[src/rtl/vga_board_capture_pkg.sv]
// Purpose : shared VGA timing, board geometry and pinout constants for the board capture path.
// Latency : n/a (constants, types and helpers only).
// Backpressure: n/a.
package vga_board_capture_pkg;

  // 640x480 timing, one pixel per clk
  localparam int H_VISIBLE = 640;
  localparam int H_FRONT   = 16;
  localparam int H_SYNC    = 96;
  localparam int H_TOTAL   = 800;
  localparam int V_VISIBLE = 480;
  localparam int V_FRONT   = 10;
  localparam int V_TOTAL   = 525;

  // Board geometry on screen
  localparam int BOARD_DIM   = 8;
  localparam int BOARD_BITS  = BOARD_DIM * BOARD_DIM;
  localparam int CELL_SIZE   = 48;
  localparam int ORIGIN_X    = 128;
  localparam int ORIGIN_Y    = 48;
  localparam int LOCK_FRAMES = 2;

  // vga_in pinout {hsync, b0, g0, r0, vsync, b1, g1, r1}; syncs active-low
  localparam int HSYNC_BIT = 7;
  localparam int VSYNC_BIT = 3;

  localparam logic [5:0] RGB_BLACK = 6'b000000;
  localparam logic [5:0] RGB_WHITE = 6'b111111;

  typedef enum logic [1:0] {
    SEARCH,
    TRAIN,
    LOCKED
  } lock_state_e;

  // Pixel coordinate of the centre of cell idx along one axis
  function automatic int cell_centre(input int origin, input int size, input int idx);
    return origin + size * idx + size / 2;
  endfunction

endpackage

[src/rtl/vga_board_capture_timing.sv]
// Purpose : recover h/v position from hsync/vsync edges, check line/frame periods, lock FSM.
// Latency : vga_in registered once; h/v/rgb are aligned to that registered stream.
// Backpressure: none, the video stream cannot be stalled.
// Ports   : clk, reset (sync, active-high), vga_in[7:0] -> rgb[5:0], h, v, locked, frame_tick
//           (frame_tick pulses the cycle after a good vsync edge while locked).
module vga_timing_recover #(
  parameter int H_VISIBLE   = vga_board_capture_pkg::H_VISIBLE,
  parameter int H_FRONT     = vga_board_capture_pkg::H_FRONT,
  parameter int H_TOTAL     = vga_board_capture_pkg::H_TOTAL,
  parameter int V_VISIBLE   = vga_board_capture_pkg::V_VISIBLE,
  parameter int V_FRONT     = vga_board_capture_pkg::V_FRONT,
  parameter int V_TOTAL     = vga_board_capture_pkg::V_TOTAL,
  parameter int LOCK_FRAMES = vga_board_capture_pkg::LOCK_FRAMES,
  localparam int HW = $clog2(H_TOTAL),
  localparam int VW = $clog2(V_TOTAL)
) (
  input  logic          clk,
  input  logic          reset,
  input  logic [7:0]    vga_in,
  output logic [5:0]    rgb,
  output logic [HW-1:0] h,
  output logic [VW-1:0] v,
  output logic          locked,
  output logic          frame_tick
);
  import vga_board_capture_pkg::*;

  // Period counters get headroom so they can saturate above the nominal total
  localparam int HPW = $clog2(H_TOTAL + 1) + 1;
  localparam int VPW = $clog2(V_TOTAL + 1) + 1;
  localparam logic [HW-1:0] H_LOAD = HW'(H_VISIBLE + H_FRONT);
  localparam logic [VW-1:0] V_LOAD = VW'(V_VISIBLE + V_FRONT);

  logic [7:0]     pix;
  lock_state_e    state;
  logic [HPW-1:0] clk_cnt;
  logic [VPW-1:0] line_cnt;
  logic           h_seen, v_seen;
  logic [3:0]     good_cnt;
  logic           hs_fall, vs_fall, h_ok, v_ok, h_bad, v_bad;

  // Edges are taken between the incoming sample and the register, so counter
  // updates land in the same cycle the edge appears on the registered stream.
  assign hs_fall = pix[HSYNC_BIT] & ~vga_in[HSYNC_BIT];
  assign vs_fall = pix[VSYNC_BIT] & ~vga_in[VSYNC_BIT];
  assign rgb     = {pix[6:4], pix[2:0]};

  // A line edge coincident with the frame edge closes the frame it ends.
  assign h_ok  = h_seen && (clk_cnt == HPW'(H_TOTAL - 1));
  assign v_ok  = v_seen && ((line_cnt + VPW'(hs_fall)) == VPW'(V_TOTAL));
  assign h_bad = hs_fall && !h_ok;
  assign v_bad = vs_fall && !v_ok;

  always_ff @(posedge clk) begin
    if (reset) begin
      pix        <= '0;
      h          <= '0;
      v          <= '0;
      clk_cnt    <= '0;
      line_cnt   <= '0;
      h_seen     <= 1'b0;
      v_seen     <= 1'b0;
      good_cnt   <= '0;
      state      <= SEARCH;
      locked     <= 1'b0;
      frame_tick <= 1'b0;
    end else begin
      pix <= vga_in;

      if (hs_fall)                    h <= H_LOAD;
      else if (h == HW'(H_TOTAL - 1)) h <= '0;
      else                            h <= h + 1'b1;

      // vsync load takes priority over the line increment
      if (vs_fall)      v <= V_LOAD;
      else if (hs_fall) v <= (v == VW'(V_TOTAL - 1)) ? '0 : v + 1'b1;

      if (hs_fall) begin
        clk_cnt <= '0;
        h_seen  <= 1'b1;
      end else if (clk_cnt != '1) begin
        clk_cnt <= clk_cnt + 1'b1;
      end

      if (vs_fall) begin
        line_cnt <= '0;
        v_seen   <= 1'b1;
      end else if (hs_fall && line_cnt != '1) begin
        line_cnt <= line_cnt + 1'b1;
      end

      frame_tick <= 1'b0;
      case (state)
        SEARCH: begin
          if (vs_fall) begin
            state    <= TRAIN;
            good_cnt <= '0;
          end
        end
        TRAIN: begin
          if (h_bad || v_bad) begin
            state <= SEARCH;
          end else if (vs_fall) begin
            // The edge that opened training is the first of LOCK_FRAMES
            // consecutive sync edges; good_cnt counts the good ones after it.
            if (int'(good_cnt) + 2 >= LOCK_FRAMES) begin
              state  <= LOCKED;
              locked <= 1'b1;
            end else begin
              good_cnt <= good_cnt + 1'b1;
            end
          end
        end
        LOCKED: begin
          if (h_bad || v_bad) begin
            state  <= SEARCH;
            locked <= 1'b0;
          end else if (vs_fall) begin
            frame_tick <= 1'b1;
          end
        end
        default: begin
          state  <= SEARCH;
          locked <= 1'b0;
        end
      endcase
    end
  end

endmodule

[src/rtl/vga_board_capture.sv]
// Purpose : sample the centre pixel of each 8x8 board cell off the VGA bus and publish a board per frame.
// Latency : board/board_valid update one cycle after a good vsync edge on the registered stream.
// Backpressure: none; board_valid is a pulse and board holds until the next publish.
// Ports   : clk, reset (sync, active-high), vga_in[7:0] ->
//           board[63:0] (bit row*8+col, 1 = alive), board_valid, board_changed, frame_error, locked.
module vga_board_capture #(
  parameter int H_VISIBLE   = vga_board_capture_pkg::H_VISIBLE,
  parameter int H_FRONT     = vga_board_capture_pkg::H_FRONT,
  parameter int H_TOTAL     = vga_board_capture_pkg::H_TOTAL,
  parameter int V_VISIBLE   = vga_board_capture_pkg::V_VISIBLE,
  parameter int V_FRONT     = vga_board_capture_pkg::V_FRONT,
  parameter int V_TOTAL     = vga_board_capture_pkg::V_TOTAL,
  parameter int CELL_SIZE   = vga_board_capture_pkg::CELL_SIZE,
  parameter int ORIGIN_X    = vga_board_capture_pkg::ORIGIN_X,
  parameter int ORIGIN_Y    = vga_board_capture_pkg::ORIGIN_Y,
  parameter int LOCK_FRAMES = vga_board_capture_pkg::LOCK_FRAMES
) (
  input  logic        clk,
  input  logic        reset,
  input  logic [7:0]  vga_in,
  output logic [63:0] board,
  output logic        board_valid,
  output logic        board_changed,
  output logic        frame_error,
  output logic        locked
);
  import vga_board_capture_pkg::*;

  localparam int HW = $clog2(H_TOTAL);
  localparam int VW = $clog2(V_TOTAL);

  logic [5:0]    rgb;
  logic [HW-1:0] h;
  logic [VW-1:0] v;
  logic          frame_tick;

  vga_timing_recover #(
    .H_VISIBLE  (H_VISIBLE),
    .H_FRONT    (H_FRONT),
    .H_TOTAL    (H_TOTAL),
    .V_VISIBLE  (V_VISIBLE),
    .V_FRONT    (V_FRONT),
    .V_TOTAL    (V_TOTAL),
    .LOCK_FRAMES(LOCK_FRAMES)
  ) u_timing (
    .clk       (clk),
    .reset     (reset),
    .vga_in    (vga_in),
    .rgb       (rgb),
    .h         (h),
    .v         (v),
    .locked    (locked),
    .frame_tick(frame_tick)
  );

  logic [2:0] col, row;
  logic       col_hit, row_hit;
  logic [5:0] cell_idx;

  // Exactly one pixel per cell matches: the centre column on the centre line.
  always_comb begin
    col     = '0;
    row     = '0;
    col_hit = 1'b0;
    row_hit = 1'b0;
    for (int i = 0; i < BOARD_DIM; i++) begin
      if (h == HW'(cell_centre(ORIGIN_X, CELL_SIZE, i))) begin
        col_hit = 1'b1;
        col     = 3'(i);
      end
      if (v == VW'(cell_centre(ORIGIN_Y, CELL_SIZE, i))) begin
        row_hit = 1'b1;
        row     = 3'(i);
      end
    end
  end

  assign cell_idx = {row, col};

  logic [63:0] shadow;
  logic        err_flag;

  always_ff @(posedge clk) begin
    if (reset) begin
      shadow        <= '0;
      err_flag      <= 1'b0;
      board         <= '0;
      board_valid   <= 1'b0;
      board_changed <= 1'b0;
      frame_error   <= 1'b0;
    end else begin
      board_valid   <= 1'b0;
      board_changed <= 1'b0;
      if (!locked) begin
        // A partial capture is abandoned; a full locked frame rewrites every
        // shadow bit before the next publish, so only the error flag needs clearing.
        err_flag <= 1'b0;
      end else if (frame_tick) begin
        board         <= shadow;
        board_valid   <= 1'b1;
        board_changed <= (shadow != board);
        frame_error   <= err_flag;
        err_flag      <= 1'b0;
      end else if (col_hit && row_hit) begin
        shadow[cell_idx] <= (rgb == RGB_BLACK);
        if (rgb != RGB_BLACK && rgb != RGB_WHITE) err_flag <= 1'b1;
      end
    end
  end

endmodule

[config.mk]
export PLATFORM = sky130hd
export DESIGN_NAME = vga_board_capture
export DESIGN_NICKNAME = d
export VERILOG_FILES = /design/src/rtl/vga_board_capture_pkg.sv /design/src/rtl/vga_board_capture_timing.sv /design/src/rtl/vga_board_capture.sv
export SDC_FILE = /design/constraint.sdc
export NUM_CORES = 1
export LEC_CHECK = 0
export CELL_PAD_IN_SITES_DETAIL_PLACEMENT = 1
export CELL_PAD_IN_SITES_GLOBAL_PLACEMENT = 1
export CORE_AREA = 10 10 155 157
export DETAILED_ROUTE_END_ITERATION = 7
export DIE_AREA = 0 0 165 167
export PLACE_DENSITY_LB_ADDON = 0.3
export SYNTH_ARGS = -nofsm -noshare
export SYNTH_HDL_FRONTEND = slang
export SYNTH_SLANG_ARGS = --single-unit
[constraint.sdc]
create_clock -name clk -period 4.7 [get_ports clk]
set_input_delay 1.175 -clock clk [delete_from_list [all_inputs] [get_ports clk]]
set_output_delay 1.175 -clock clk [all_outputs]
set_load 0.02 [all_outputs]
; ---- Word level (Yosys, flattened, before mapping)
; Cells that the tools add are included.
[classes]
bitwise_logic = 8
mul = 0
div = 0
shift = 0
eq_ne = 34
reduce_logical = 29
mux = 56
n_lt_le_gt_ge = 3
addsub = 7
[ops]
columns = operator, count
row1 = $eq 10x9->1 const B, 9
row2 = $bwmux 64, 1
row3 = $ne 64x64->1, 1
row4 = $eq 10x8->1 const B, 5
row5 = $mux 3, 12
row6 = $ge 32x3->1 const B, 1
row7 = $mux 10, 3
row8 = $mux 1, 25
row9 = $add 11x1->11 const B, 2
row10 = $eq 11x10->1 const B, 2
row11 = $ne 11x11->1 const B, 2
row12 = $add 10x1->10 const B, 2
row13 = $eq 10x10->1 const B, 2
row14 = $eq 10x7->1 const B, 2
row15 = $mux 9, 2
row16 = $mux 4, 4
row17 = $reduce_or 3->1, 4
row18 = $add 11x1->11, 1
row19 = $mux 2, 5
row20 = $reduce_and 5->1, 2
row21 = $logic_and 1x1->1, 8
row22 = $ne 2x1->1 const B, 4
row23 = $pmux 4 s2, 1
row24 = $lt 6x7->1 const B, 1
row25 = 23 further kinds, 36
[word_totals]
output_inout_bits = 68
latchBits = 0
register_bits = 192
word_cells = 156
rom_bits = 0
mem_bits_rw = 0
inputBits = 10
mem_count = 0

; ---- Logic depth before layout (Yosys ltp)
; Gate-level depths: netlist of run 1.
[logic_depth]
ltp_word = 13
depth_mapped = 12
mapped_depth_nobuf = 10

; ---- By module
; From an unflattened synthesis of run 1, not the netlist that was laid out.
[hier_totals]
cells_unflattened = 1083
hier_area_um2 = 9192.6
[by_module_without_submodules]
columns = module, n_inst, area_per_inst_um2, seq_area_each_um2, cells_each
row1 = vga_board_capture, 1, 6328.6, 2642.5, 772
row2 = vga_timing_recover, 1, 2864.0, 1201.2, 311

; ---- Worst setup path after synthesis of run 1
; OpenSTA, ideal clock, no wires.
[synth_timing]
path_kind = in2reg
from = input vga_in[7]
to = register u_timing.good_cnt[2]
stages = 12
setup_ns = 0.115
path_buffers = 2
slack_ns = 0.375
required_time_ns = 4.585
t_arrival_ns = 4.211
path_cell_list = nand2b_1 inv_2 clkbuf_1 ha_1 ha_1 or4b_1 or4_1 or4b_1 buf_6 nor4_4 a21boi_1 o21a_1
[synth_between]
elab_chain_cells = 10
elab_cells_between_ends = 11
cone_classes = 1 x add/sub / 2 x eq/ne / 2 x bitwise / 6 x reduce/logical
[synth_lines]
columns = item, line
row1 = start: declaration, vga_board_capture.sv:20  ; input logic [7:0] vga_in,
row2 = $not 1->1 *, vga_board_capture_timing.sv:44  ; assign hs_fall = pix[HSYNC_BIT] & ~vga_in[HSYNC_BIT];
row3 = $and 1x1->1 *, vga_board_capture_timing.sv:44
row4 = named net u_timing.hs_fall, vga_board_capture_timing.sv:40  ; logic hs_fall, vs_fall, h_ok, v_ok, h_bad, v_bad;
row5 = $add 11x1->11, vga_board_capture_timing.sv:50  ; assign v_ok = v_seen && ((line_cnt + VPW'(hs_fall)) == VPW'(V_TOTAL));
row6 = $eq 11x10->1, vga_board_capture_timing.sv:50
row7 = $logic_and 1x1->1, vga_board_capture_timing.sv:50
row8 = $logic_not 1->1, vga_board_capture_timing.sv:52  ; assign v_bad = vs_fall && !v_ok;
row9 = $logic_and 1x1->1, vga_board_capture_timing.sv:52
row10 = $logic_or 1x1->1 *, vga_board_capture_timing.sv:101  ; if (h_bad || v_bad) begin
row11 = $ne 2x2->1 (no source line) *, -
row12 = $reduce_and 5->1 (no source line) *, -
row13 = end signal: assignment, vga_board_capture_timing.sv:110  ; good_cnt <= good_cnt + 1'b1;
row14 = end: declaration, vga_board_capture_timing.sv:39  ; logic [3:0] good_cnt;
; The timed path passes the listed nets; every way through them passes the cells marked *.
; A chain may end at the register's enable or synchronous reset.

; ---- Worst setup path in the final report of run 1
[layout_timing]
from = input vga_in[7]
to = register u_timing.good_cnt[2]
[layout_between]
elab_chain_cells = 10
elab_cells_between_ends = 11
cone_classes = 1 x add/sub / 2 x eq/ne / 2 x bitwise / 6 x reduce/logical
[layout_lines]
columns = item, line
row1 = $not 1->1 *, vga_board_capture_timing.sv:44
row2 = $and 1x1->1 *, vga_board_capture_timing.sv:44
row3 = $add 11x1->11, vga_board_capture_timing.sv:50
row4 = $eq 11x10->1, vga_board_capture_timing.sv:50
row5 = $logic_and 1x1->1, vga_board_capture_timing.sv:50
row6 = $logic_not 1->1, vga_board_capture_timing.sv:52
row7 = $logic_and 1x1->1, vga_board_capture_timing.sv:52
row8 = $logic_or 1x1->1 *, vga_board_capture_timing.sv:101
row9 = $ne 2x2->1 (no source line) *, -
row10 = $reduce_and 5->1 (no source line) *, -
; Mark *: on every way between the ends. The rest lies on a longest branch, timed or not.

==> summary.txt, run 1 <==
Status
  • Status: complete, no violations

Worst hold path
  • Min-delay worst type: reg2reg
  • Hold Path Cell Cnt: 2

Clocking
  • CTS tree: built
  • H-Tree Depth: 4
  • CTS Buf Count: 17
  • Clock buffer depth: 2
  • Setup bufs post-CTS: 0
  • CTS resizes: 0
  • Clock-pin slew on the worst setup and hold paths: ~0.070 ns
  • Worst-skew pair later-pin latency: between 0.4 and 0.5 ns
  • CTS Hold Bufs: 0
  • Root buffer cell: clkbuf_16
  • # clock sinks: around 190

STA
  • Setup slack after layout: approximately 0.43 ns
  • RSZ-0062 raised after global routing: false
  • Setup TNS Final: 0 ns
  • Slew Limit Fails: 0
  • Clock skew: a little under 0.02 ns
  • Hold Violations, Final: 0
  • Period minus WS final: around 4.3 ns
  • Worst Tran Pin Value: 1.11 ns
  • Final setup viols: 0
  • F_max: 234 MHz
  • Max-slew headroom: 0.263
  • Period utilisation layout: 0.908

Synthesis
  • Synth Instances: approximately 1100
  • Mean post-synth cell area: about 8 um2
  • Number of synthesized flops with an enable pin: 0
  • Synthesized Nets: between 1000 and 1500
  • Post-synth ARST share: 0
  • Post-synthesis sequential area ratio: 0.425
  • Cell variety after synth: a little over 60
  • Warnings, synthesis: 0
  • Register bit count reported by yosys: roughly 190
  • Predominant post-synthesis flop cell: dfxtp_1
  • Synth Cell Area: roughly 9000 um2

Die
  • Row count: between 50 and 60
  • Core area: ~21000 um2
  • Die Span Y: around 170 um
  • Total Die Area: between 20000 and 30000 um2
  • Chip width: approximately 170 um
  • IO Pins: 78
  • Starting Density: 0.434

Power and ir drop
  • Static Leak: 3.80 nW
  • Switching Share: 0.255
  • Comb power frac: 0.034
  • Pwr Density: roughly 310 nW/um2
  • Switch Pwr: roughly 0.84 mW
  • Power share of the clock group: 0.464
  • Power Internal: 2.46 mW
  • Peak VDD IR: 0.000271 V
  • Flop pwr share: 0.502

GRT
  • Initial antenna violation count: 0
  • Remaining global-route overflow: 0
  • Global-route wire length before repair: 43.2 mm
  • Number of global-route vias before repair: about 8100
  • GRT Overall Usage: 0.194
  • Largest net degree at the start of global routing: 68

Place
  • RD Place Congestion: 0.852
  • DP HPWL: about 18 mm
  • Worst slack, placed: 0.0130 ns
  • IO buf count: between 70 and 80

Detailed routing
  • WL final: around 27 mm
  • Antenna-violating nets left: 0
  • DR pass1 iterations: 5
  • Routed wire length per instance: 19.0 um
  • Vias/cell: ~5.6
  • DRC: 0
  • Via count: 8023
  • DRT iter0 DRCs: between 400 and 500

Worst setup path
  • R2R setup slack: 1.37 ns
  • Critical setup path kind: in2reg
  • Critical Path RT: between 5 and 6 ns
  • Crit Reg-Reg Startpoint: u_timing.pix[7]
  • WP data arrival: roughly 4.6 ns
  • Worst setup EP type: flop
  • R2r worst-path depth: 10
  • Crit path max fanout: 6
  • Worst setup path startpoint: vga_in[7]
  • Reg2reg end: u_timing.good_cnt[2]
  • CP endpoint: u_timing.good_cnt[2]
  • CP startpoint kind: primary input

Finish
  • Ant diodes: 0
  • Synth-to-Final Area Change: 17.1%
  • Nets: ~1200
  • Fraction of layout cells with a size suffix above 1: 0.0488
  • Fillcell total: ~2500

Run
  • Max-cap violations: 0
layout make-up:
class | instances | area [um2] | area share
flip-flops and latches | 192 | 3840 | 0.363
clock inverters | 14 | 185 | 0.0175
repair buffers | 86 | 836 | 0.0790
multi-input cells | 817 | 4860 | 0.459
inverters | 21 | 78.8 | 0.00745
well taps | 275 | 344 | 0.0325
clock buffers | 18 | 439 | 0.0415
synthesized netlist by cell type (4+ instances only):
cell type    n  share of area
nor4_1      24          0.017
a31oi_1      9         0.0062
nor2b_1     23          0.016
nand4_1     27          0.019
nand2b_1    12         0.0083
and4_1       4         0.0039
xnor2_1     15          0.015
a211oi_1     4         0.0033
clkbuf_1    58          0.024
o31ai_1     17          0.014
mux2i_1     34          0.038
nand3b_1     4         0.0033
a21oi_1    114          0.063
or4b_1       4         0.0044
nand3_1     33          0.018
o21ai_1     29          0.016
inv_1       18         0.0075
dfxtp_1    192           0.43
nor3_1      49          0.027
nand2_1    157          0.065
or4_1        5         0.0042
buf_1       13         0.0054
nand4bb_1    5         0.0062
ha_1        11          0.015
xor2_1      78          0.076
o21ai_0      4         0.0022
and3_1       6         0.0042
nor2_1      95          0.039
per-stage QoR:
stage          hold slack (ns)   util  power [mW]  instances  cell area, um2
2_1_floorplan            0.421      -        1.78       1102            9040
3_3_place_gp             0.439  0.478        1.81       1391            9960
3_5_place_dp             0.452  0.478        1.81       1391            9960
4_1_cts                  0.465  0.508        3.33       1423           10600
5_1_grt                  0.485  0.508        3.41       1423           10600
6_report                 0.461  0.508        3.30       1423           10600
how the worst min path moves through the flow:
stage / start / to
floorplan: u_timing.good_cnt[3] / u_timing.good_cnt[3]
global placement: u_timing.good_cnt[3] / u_timing.good_cnt[3]
detailed placement: u_timing.good_cnt[3] / u_timing.good_cnt[3]
CTS: u_timing.good_cnt[3] / u_timing.good_cnt[3]
global route: u_timing.good_cnt[3] / u_timing.good_cnt[3]
finish: u_timing.good_cnt[3] / u_timing.good_cnt[3]
critical path: stages:
cell and delay (ns):
clkdlybuf4s50_1 0.46, nand2b_1 0.13, inv_2 0.05, ha_1 0.24, ha_1 0.28, or4b_1 0.45, or4_1 0.40, or4b_1 0.71
nor4_4 0.39, a21boi_1 0.14, o21a_1 0.19
layout by cell type, fill, tap and decap left out, types with 3 or more instances in the layout:
master,instances
xor2_1,78
nand3_1,33
o31ai_1,17
xnor2_1,15
clkbuf_16,17
or3_1,3
o21ai_1,29
a31oi_1,9
a21boi_1,3
or4_1,5
a21oi_1,114
o21ai_0,4
nor3_1,48
mux2i_1,34
and4_1,4
a211oi_1,4
dfxtp_1,192
nor4_1,24
nand4_1,27
buf_4,10
inv_1,18
nand2b_1,12
and3b_1,3
ha_1,11
inv_2,3
clkdlybuf4s50_1,76
nand4bb_1,5
nor2_1,95
a311oi_1,3
o211ai_1,3
nor3b_1,3
nand3b_1,4
clkinv_8,4
and3_1,6
nor2b_1,23
or4b_1,4
inv_8,5
nand2_1,156
flip-flops by register name, indices dropped and copies added, names as in the netlist, 2 cells and up:
register and flops:
board 64, shadow 64, u_timing.clk_cnt 11, u_timing.line_cnt 11, u_timing.h 10, u_timing.v 10, u_timing.pix 8, u_timing.good_cnt 4
u_timing.state 2
power groups by stage:
stage,clock network (mW),logic [mW],registers [mW]
after floorplan,0,0.0904,1.69
after CTS,1.56,0.113,1.66
after global placement,0,0.109,1.70
after global routing,1.62,0.125,1.66
final,1.53,0.111,1.66
after detailed placement,0,0.112,1.70
layer usage:
| metal | vias to the layer above | track usage | part of all wire |
|---|---|---|---|
| li1 | 3902 | - | - |
| met1 | 3951 | 0.244 | 0.45 |
| met3 | 31 | 0.0291 | 0.035 |
| met2 | 139 | 0.326 | 0.49 |
| met5 | - | 0 | 0 |
| met4 | 0 | 0.0709 | 0.024 |
cells by family after synthesis:
logic type,share of synthesized area
simple gates,0.260
compound gates,0.132
flops,0.425
xor+xnor,0.0901
buf+inv,0.0394
mux,0.0376
fa+ha+maj,0.0152
No activity file was read; power rests on OpenSTA's default activity.
==> run 2, diff against run 1 <==
--- a/config.mk
+++ b/config.mk
@@ -5,6 +5,7 @@
 export SDC_FILE = /design/constraint.sdc
 export NUM_CORES = 1
 export LEC_CHECK = 0
+export CAP_MARGIN = 20
 export CELL_PAD_IN_SITES_DETAIL_PLACEMENT = 1
 export CELL_PAD_IN_SITES_GLOBAL_PLACEMENT = 1
 export CORE_AREA = 10 10 155 157
==> run 2 against run 1 <==
Against the previous run: critical path depth did not move; critical endpoint unchanged; core utilization rose by 0.14 points; first-iteration DRC count shrank 6.9%; via count about the same; combinational power is essentially flat; hold slack gained 0.00079 ns; largest cell class unchanged.
==> summary.txt, run 2 (synthesized netlist as in run 1, its figures left out) <==
Status
  • Status: complete, no violations

STA
  • F_max: ~240 MHz
  • Clock skew: ~0.013 ns
  • Setup TNS Final: 0 ns
  • RSZ-0062 raised after global routing: false
  • Setup slack after layout: about 0.48 ns
  • Worst Hold Slack: around 0.46 ns
  • Period minus WS final: ~4.2 ns
  • Period utilisation layout: 0.898
  • Max-slew headroom: 0.295
  • Final setup viols: 0
  • Slew Limit Fails: 0
  • Hold Violations, Final: 0
  • Worst Tran Pin Value: between 1 and 1.5 ns

Detailed routing
  • DR pass1 iterations: 5
  • DRT iter0 DRCs: 456
  • Routed wire length per instance: 19.0 um
  • Antenna-violating nets left: 0
  • Vias/cell: 5.64
  • Via count: around 8000
  • WL final: 27.0 mm
  • DRC: 0

Finish
  • Most frequent cells in the layout: dfxtp_1, nand2_1, a21oi_1, nor2_1, xor2_1
  • Ant diodes: 0
  • Most common cell after layout, fill and taps aside: dfxtp_1
  • Final Non-Filler Cells: around 1400
  • Largest regs: board: 64 flops, shadow: 64 flops
  • Nets: around 1200
  • Synth-to-Final Area Change: 17.4%
  • Fraction of layout cells with a size suffix above 1: 0.0496

Worst setup path
  • WP data arrival: about 4.6 ns
  • Critical setup path kind: in2reg
  • Worst setup EP type: flop
  • R2r worst-path depth: 10
  • Critical Path RT: about 5 ns
  • CP startpoint kind: primary input
  • Crit path max fanout: 6

Power and ir drop
  • Flop pwr share: 0.493
  • Switch Pwr: about 0.82 mW
  • Static Leak: 3.82 nW
  • Switching Share: 0.244
  • Power share of the clock group: 0.473
  • Peak VDD IR: ~0.00026 V
  • Comb power frac: 0.033
  • Pwr Density: between 300 and 400 nW/um2
  • Power Internal: between 2 and 3 mW

Run
  • Max-cap violations: 0

GRT
  • Initial antenna violation count: 0
  • Largest net degree at the start of global routing: just under 70
  • GRT Overall Usage: 0.195
  • Global-route wire length before repair: roughly 43 mm
  • Remaining global-route overflow: 0
  • Number of global-route vias before repair: between 8000 and 9000

Place
  • Placed Cells: 1392
  • IO buf count: a little under 80
  • RD Place Congestion: 0.852
  • Worst slack, placed: 0.0192 ns
  • DP HPWL: 18.6 mm

Clocking
  • CTS Buf Count: 17
  • H-Tree Depth: 4
  • CTS resizes: 0
  • Setup bufs post-CTS: 0
  • Clock-pin slew on the worst setup and hold paths: 0.07 ns
  • # clock sinks: 192
  • Root buffer cell: clkbuf_16
  • CTS tree: built
  • CTS Hold Bufs: 0
  • Clock buffer depth: 2
  • Worst-skew pair later-pin latency: 0.45 ns

Die
  • Core area: 20800 um2
  • Row count: 53
  • Die Span Y: about 170 um
  • Chip width: around 170 um
  • IO Pins: between 70 and 80
  • Starting Density: 0.434
  • Total Die Area: roughly 28000 um2

Worst hold path
  • Min-delay worst type: reg2reg
  • Hold Path Cell Cnt: 2
-- run 2: cell count changes in the layout (fill, tap and decap cells not counted), sizes merged --
| cell | previous run | this run |
|---|---|---|
| clkinv | 5 | 4 |
| bufinv | 1 | 3 |
| buf | 10 | 11 |
| clkbuf | 18 | 17 |
-- run 2: power groups by stage --
| stage | logic (mW) | registers [mW] | clock network, mW |
|---|---|---|---|
| after floorplan | 0.0904 | 1.69 | 0 |
| after global placement | 0.109 | 1.70 | 0 |
| after detailed placement | 0.112 | 1.70 | 0 |
| after CTS | 0.113 | 1.66 | 1.61 |
| after global routing | 0.125 | 1.66 | 1.68 |
| final | 0.112 | 1.66 | 1.59 |
-- run 2: worst max-delay path, stage by stage --
cell and delay [ns]:
clkdlybuf4s50_1 0.46, nand2b_1 0.14, inv_2 0.05, ha_1 0.24, ha_1 0.28, or4b_1 0.45
or4_1 0.40, or4b_1 0.70, nor4_4 0.38, a21boi_1 0.11, o21a_1 0.18
-- run 2: routing by layer --
layer  vias up  share of wire  global-route usage
met5         -              0                   0
met1      3949           0.45               0.246
li1       3901              -                   -
met2       147           0.48               0.321
met3        34          0.040              0.0355
met4         0          0.028              0.0716
-- run 2: path summary, 6_finish.rpt --
check,startpoint,end,slack [ns]
max,vga_in[7],u_timing.good_cnt[2],0.48
min reg2reg,u_timing.good_cnt[3],u_timing.good_cnt[3],0.46
max reg2reg,u_timing.pix[7],u_timing.good_cnt[2],1.43
min,u_timing.good_cnt[3],u_timing.good_cnt[3],0.46
-- run 2: area by class of cell --
type                            instances  area (um2)
Fill cell                            2501       10200
Multi-Input combinational cell        817        4860
Sequential cell                       192        3840
Timing Repair Buffer                   87         847
Clock buffer                           17         425
Tap cell                              275         344
Clock inverter                         15         218
Inverter                               21        78.8
-- run 2: through the flow --
| stage | power, mW | area (um2) | util |
|---|---|---|---|
| after floorplan | 1.78 | 9040 | - |
| after global routing | 3.47 | 10600 | 0.510 |
| final | 3.37 | 10600 | 0.510 |
| after CTS | 3.39 | 10600 | 0.510 |
| after global placement | 1.81 | 9960 | 0.478 |
| after detailed placement | 1.81 | 9970 | 0.479 |
==> run 3, diff against run 2 <==
--- a/config.mk
+++ b/config.mk
@@ -5,12 +5,11 @@
 export SDC_FILE = /design/constraint.sdc
 export NUM_CORES = 1
 export LEC_CHECK = 0
-export CAP_MARGIN = 20
 export CELL_PAD_IN_SITES_DETAIL_PLACEMENT = 1
 export CELL_PAD_IN_SITES_GLOBAL_PLACEMENT = 1
-export CORE_AREA = 10 10 155 157
+export CORE_AREA = 2 2 147 149
 export DETAILED_ROUTE_END_ITERATION = 7
-export DIE_AREA = 0 0 165 167
+export DIE_AREA = 0 0 149 151
 export PLACE_DENSITY_LB_ADDON = 0.3
 export SYNTH_ARGS = -nofsm -noshare
 export SYNTH_HDL_FRONTEND = slang
==> run 3 against run 2 <==
Against the previous run: design area shrank 0.28%; via count shrank 0.65%; count of clock-buffer cells in the layout increased by 2; largest power group unchanged; combinational power about the same; hold slack worse by 0.0043 ns; die area fell by 18%.
==> summary.txt, run 3 (synthesized netlist as in run 1, its figures left out) <==
Status
  • Status: complete, no violations

Power and ir drop
  • Pwr Density: about 310 nW/um2
  • Static Leak: 3.78 nW
  • Peak VDD IR: 0.000270 V

Place
  • RD Place Congestion: around 0.80
  • Placed Cells: roughly 1400
  • Cell Area, Placed: roughly 10000 um2
  • DP HPWL: between 15 and 20 mm
  • IO buf count: 77
  • Worst slack, placed: -0.0270 ns

Die
  • Starting Density: 0.434
  • Total Die Area: 22500 um2
  • Core area: about 21000 um2
  • Row count: between 50 and 60
  • IO Pins: slightly below 80
  • Chip width: 149 um
  • Die Span Y: 151 um

Worst setup path
  • WP data arrival: ~4.6 ns
  • Critical path's slowest cell: or4b_1
  • Worst path buffer plus inverter count: 2
  • Crit path max fanout: 6
  • CP startpoint kind: primary input
  • Worst setup EP type: flop
  • Critical setup path kind: in2reg
  • Crit-path cells: clkdlybuf4s50_1 > nand2b_1 > inv_2 > ha_1 > ha_1 > or4b_1 > or4_1 > or4b_1 > nor4_4 > a21boi_1 > o21a_1
  • Crit path largest cell delay: between 0.7 and 0.8 ns
  • Largest delay share family, worst path: simple AND/OR/NAND/NOR gates
  • Critical Path RT: 5.03 ns

STA
  • Clock skew: ~0.013 ns
  • Setup slack after layout: around 0.42 ns
  • RSZ-0062 raised after global routing: false
  • Period utilisation layout: 0.911
  • Max-slew headroom: 0.259
  • Hold Violations, Final: 0
  • Final setup viols: 0
  • Slew Limit Fails: 0
  • F_max: about 230 MHz
  • Worst Tran Pin Value: 1.10 ns
  • Period minus WS final: 4.28 ns

Finish
  • Final Non-Filler Cells: around 1400
  • Nets: around 1200
  • Multi-input gate area: 4860 um2
  • Register area: between 3000 and 4000 um2
  • Design area: approximately 11000 um2
  • Fillcell total: 2549
  • Most common cell after layout, fill and taps aside: dfxtp_1
  • Final Util: 0.508
  • Fraction of layout cells with a size suffix above 1: 0.0471
  • Ant diodes: 0
  • Largest regs: board: 64 flops, shadow: 64 flops
  • Most frequent cells in the layout: dfxtp_1, nand2_1, a21oi_1, nor2_1, xor2_1
  • Synth-to-Final Area Change: 17.1%

GRT
  • Remaining global-route overflow: 0
  • GRT Overall Usage: 0.240
  • Global-route wire length before repair: 42.5 mm
  • Largest net degree at the start of global routing: 94
  • Initial antenna violation count: 0
  • Number of global-route vias before repair: 8093

Detailed routing
  • WL final: approximately 26 mm
  • Vias/cell: 5.61
  • Antenna-violating nets left: 0
  • DRC: 0
  • DR pass1 iterations: 4
  • Via count: around 8000
  • Routed wire length per instance: about 19 um
  • DRT iter0 DRCs: about 480

Clocking
  • Clock-pin slew on the worst setup and hold paths: ~0.060 ns
  • CTS Buf Count: 17
  • Root buffer cell: clkbuf_16
  • Setup bufs post-CTS: 0
  • Clock buffer depth: 2
  • CTS tree: built
  • CTS Hold Bufs: 0
  • H-Tree Depth: 4
  • # clock sinks: roughly 190
  • Worst-skew pair later-pin latency: around 0.44 ns
  • CTS resizes: 0

Worst hold path
  • Min-delay worst type: reg2reg

Run
  • Max-cap violations: 0
-- run 3: cell count changes in the layout (fill, tap and decap cells not counted), sizes merged --
cell    before  now
buf         11    9
clkbuf      17   19
bufinv       3    2
inv         28   27
-- run 3: area by class of cell --
| type | count | area share |
|---|---|---|
| repair buffers | 85 | 0.0794 |
| well taps | 275 | 0.0325 |
| inverters | 21 | 0.00745 |
| clock buffers | 19 | 0.0428 |
| clock inverters | 13 | 0.0161 |
| multi-input cells | 817 | 0.459 |
| flip-flops and latches | 192 | 0.363 |
-- run 3: through the flow --
stage / total power, mW / hold WS, ns / TNS (ns)
global placement: 1.81 / 0.440 / 0
floorplan: 1.78 / 0.421 / 0
finish: 3.31 / 0.458 / 0
detailed placement: 1.81 / 0.452 / -0.0270
CTS: 3.34 / 0.459 / 0
global route: 3.41 / 0.478 / 0
-- run 3: routing by layer --
metal,vias up,global-route usage,share of wire
met3,39,0.0331,0.037
met5,-,0,0
met1,3903,0.302,0.44
li1,3900,-,-
met2,137,0.407,0.49
met4,0,0.117,0.031
-- run 3: report_power, final --
group          internal (mW)  switching, mW
combinational         0.0376         0.0730
sequential              1.64         0.0218
clock                  0.837          0.700
total                   2.51          0.795
-- run 3: final timing paths --
check                                            end  slack [ns]                  from  depth (start not counted)
worst min register to register  u_timing.good_cnt[3]        0.46  u_timing.good_cnt[3]                          2
worst max register to register  u_timing.good_cnt[2]        1.36       u_timing.pix[7]                         10
worst min-delay path            u_timing.good_cnt[3]        0.46  u_timing.good_cnt[3]                          2
worst max-delay path            u_timing.good_cnt[2]        0.42             vga_in[7]                         11
-- run 3: worst reg2reg max path: cells and delay by family (launching register included) --
kind | cells | cell delay (ns)
AOI/OAI and AO/OA | 2 | 0.28
adders and majority gates | 2 | 0.51
buffers and inverters | 1 | 0.05
and+or+nand+nor | 5 | 2.08
DFF | 1 | 0.30
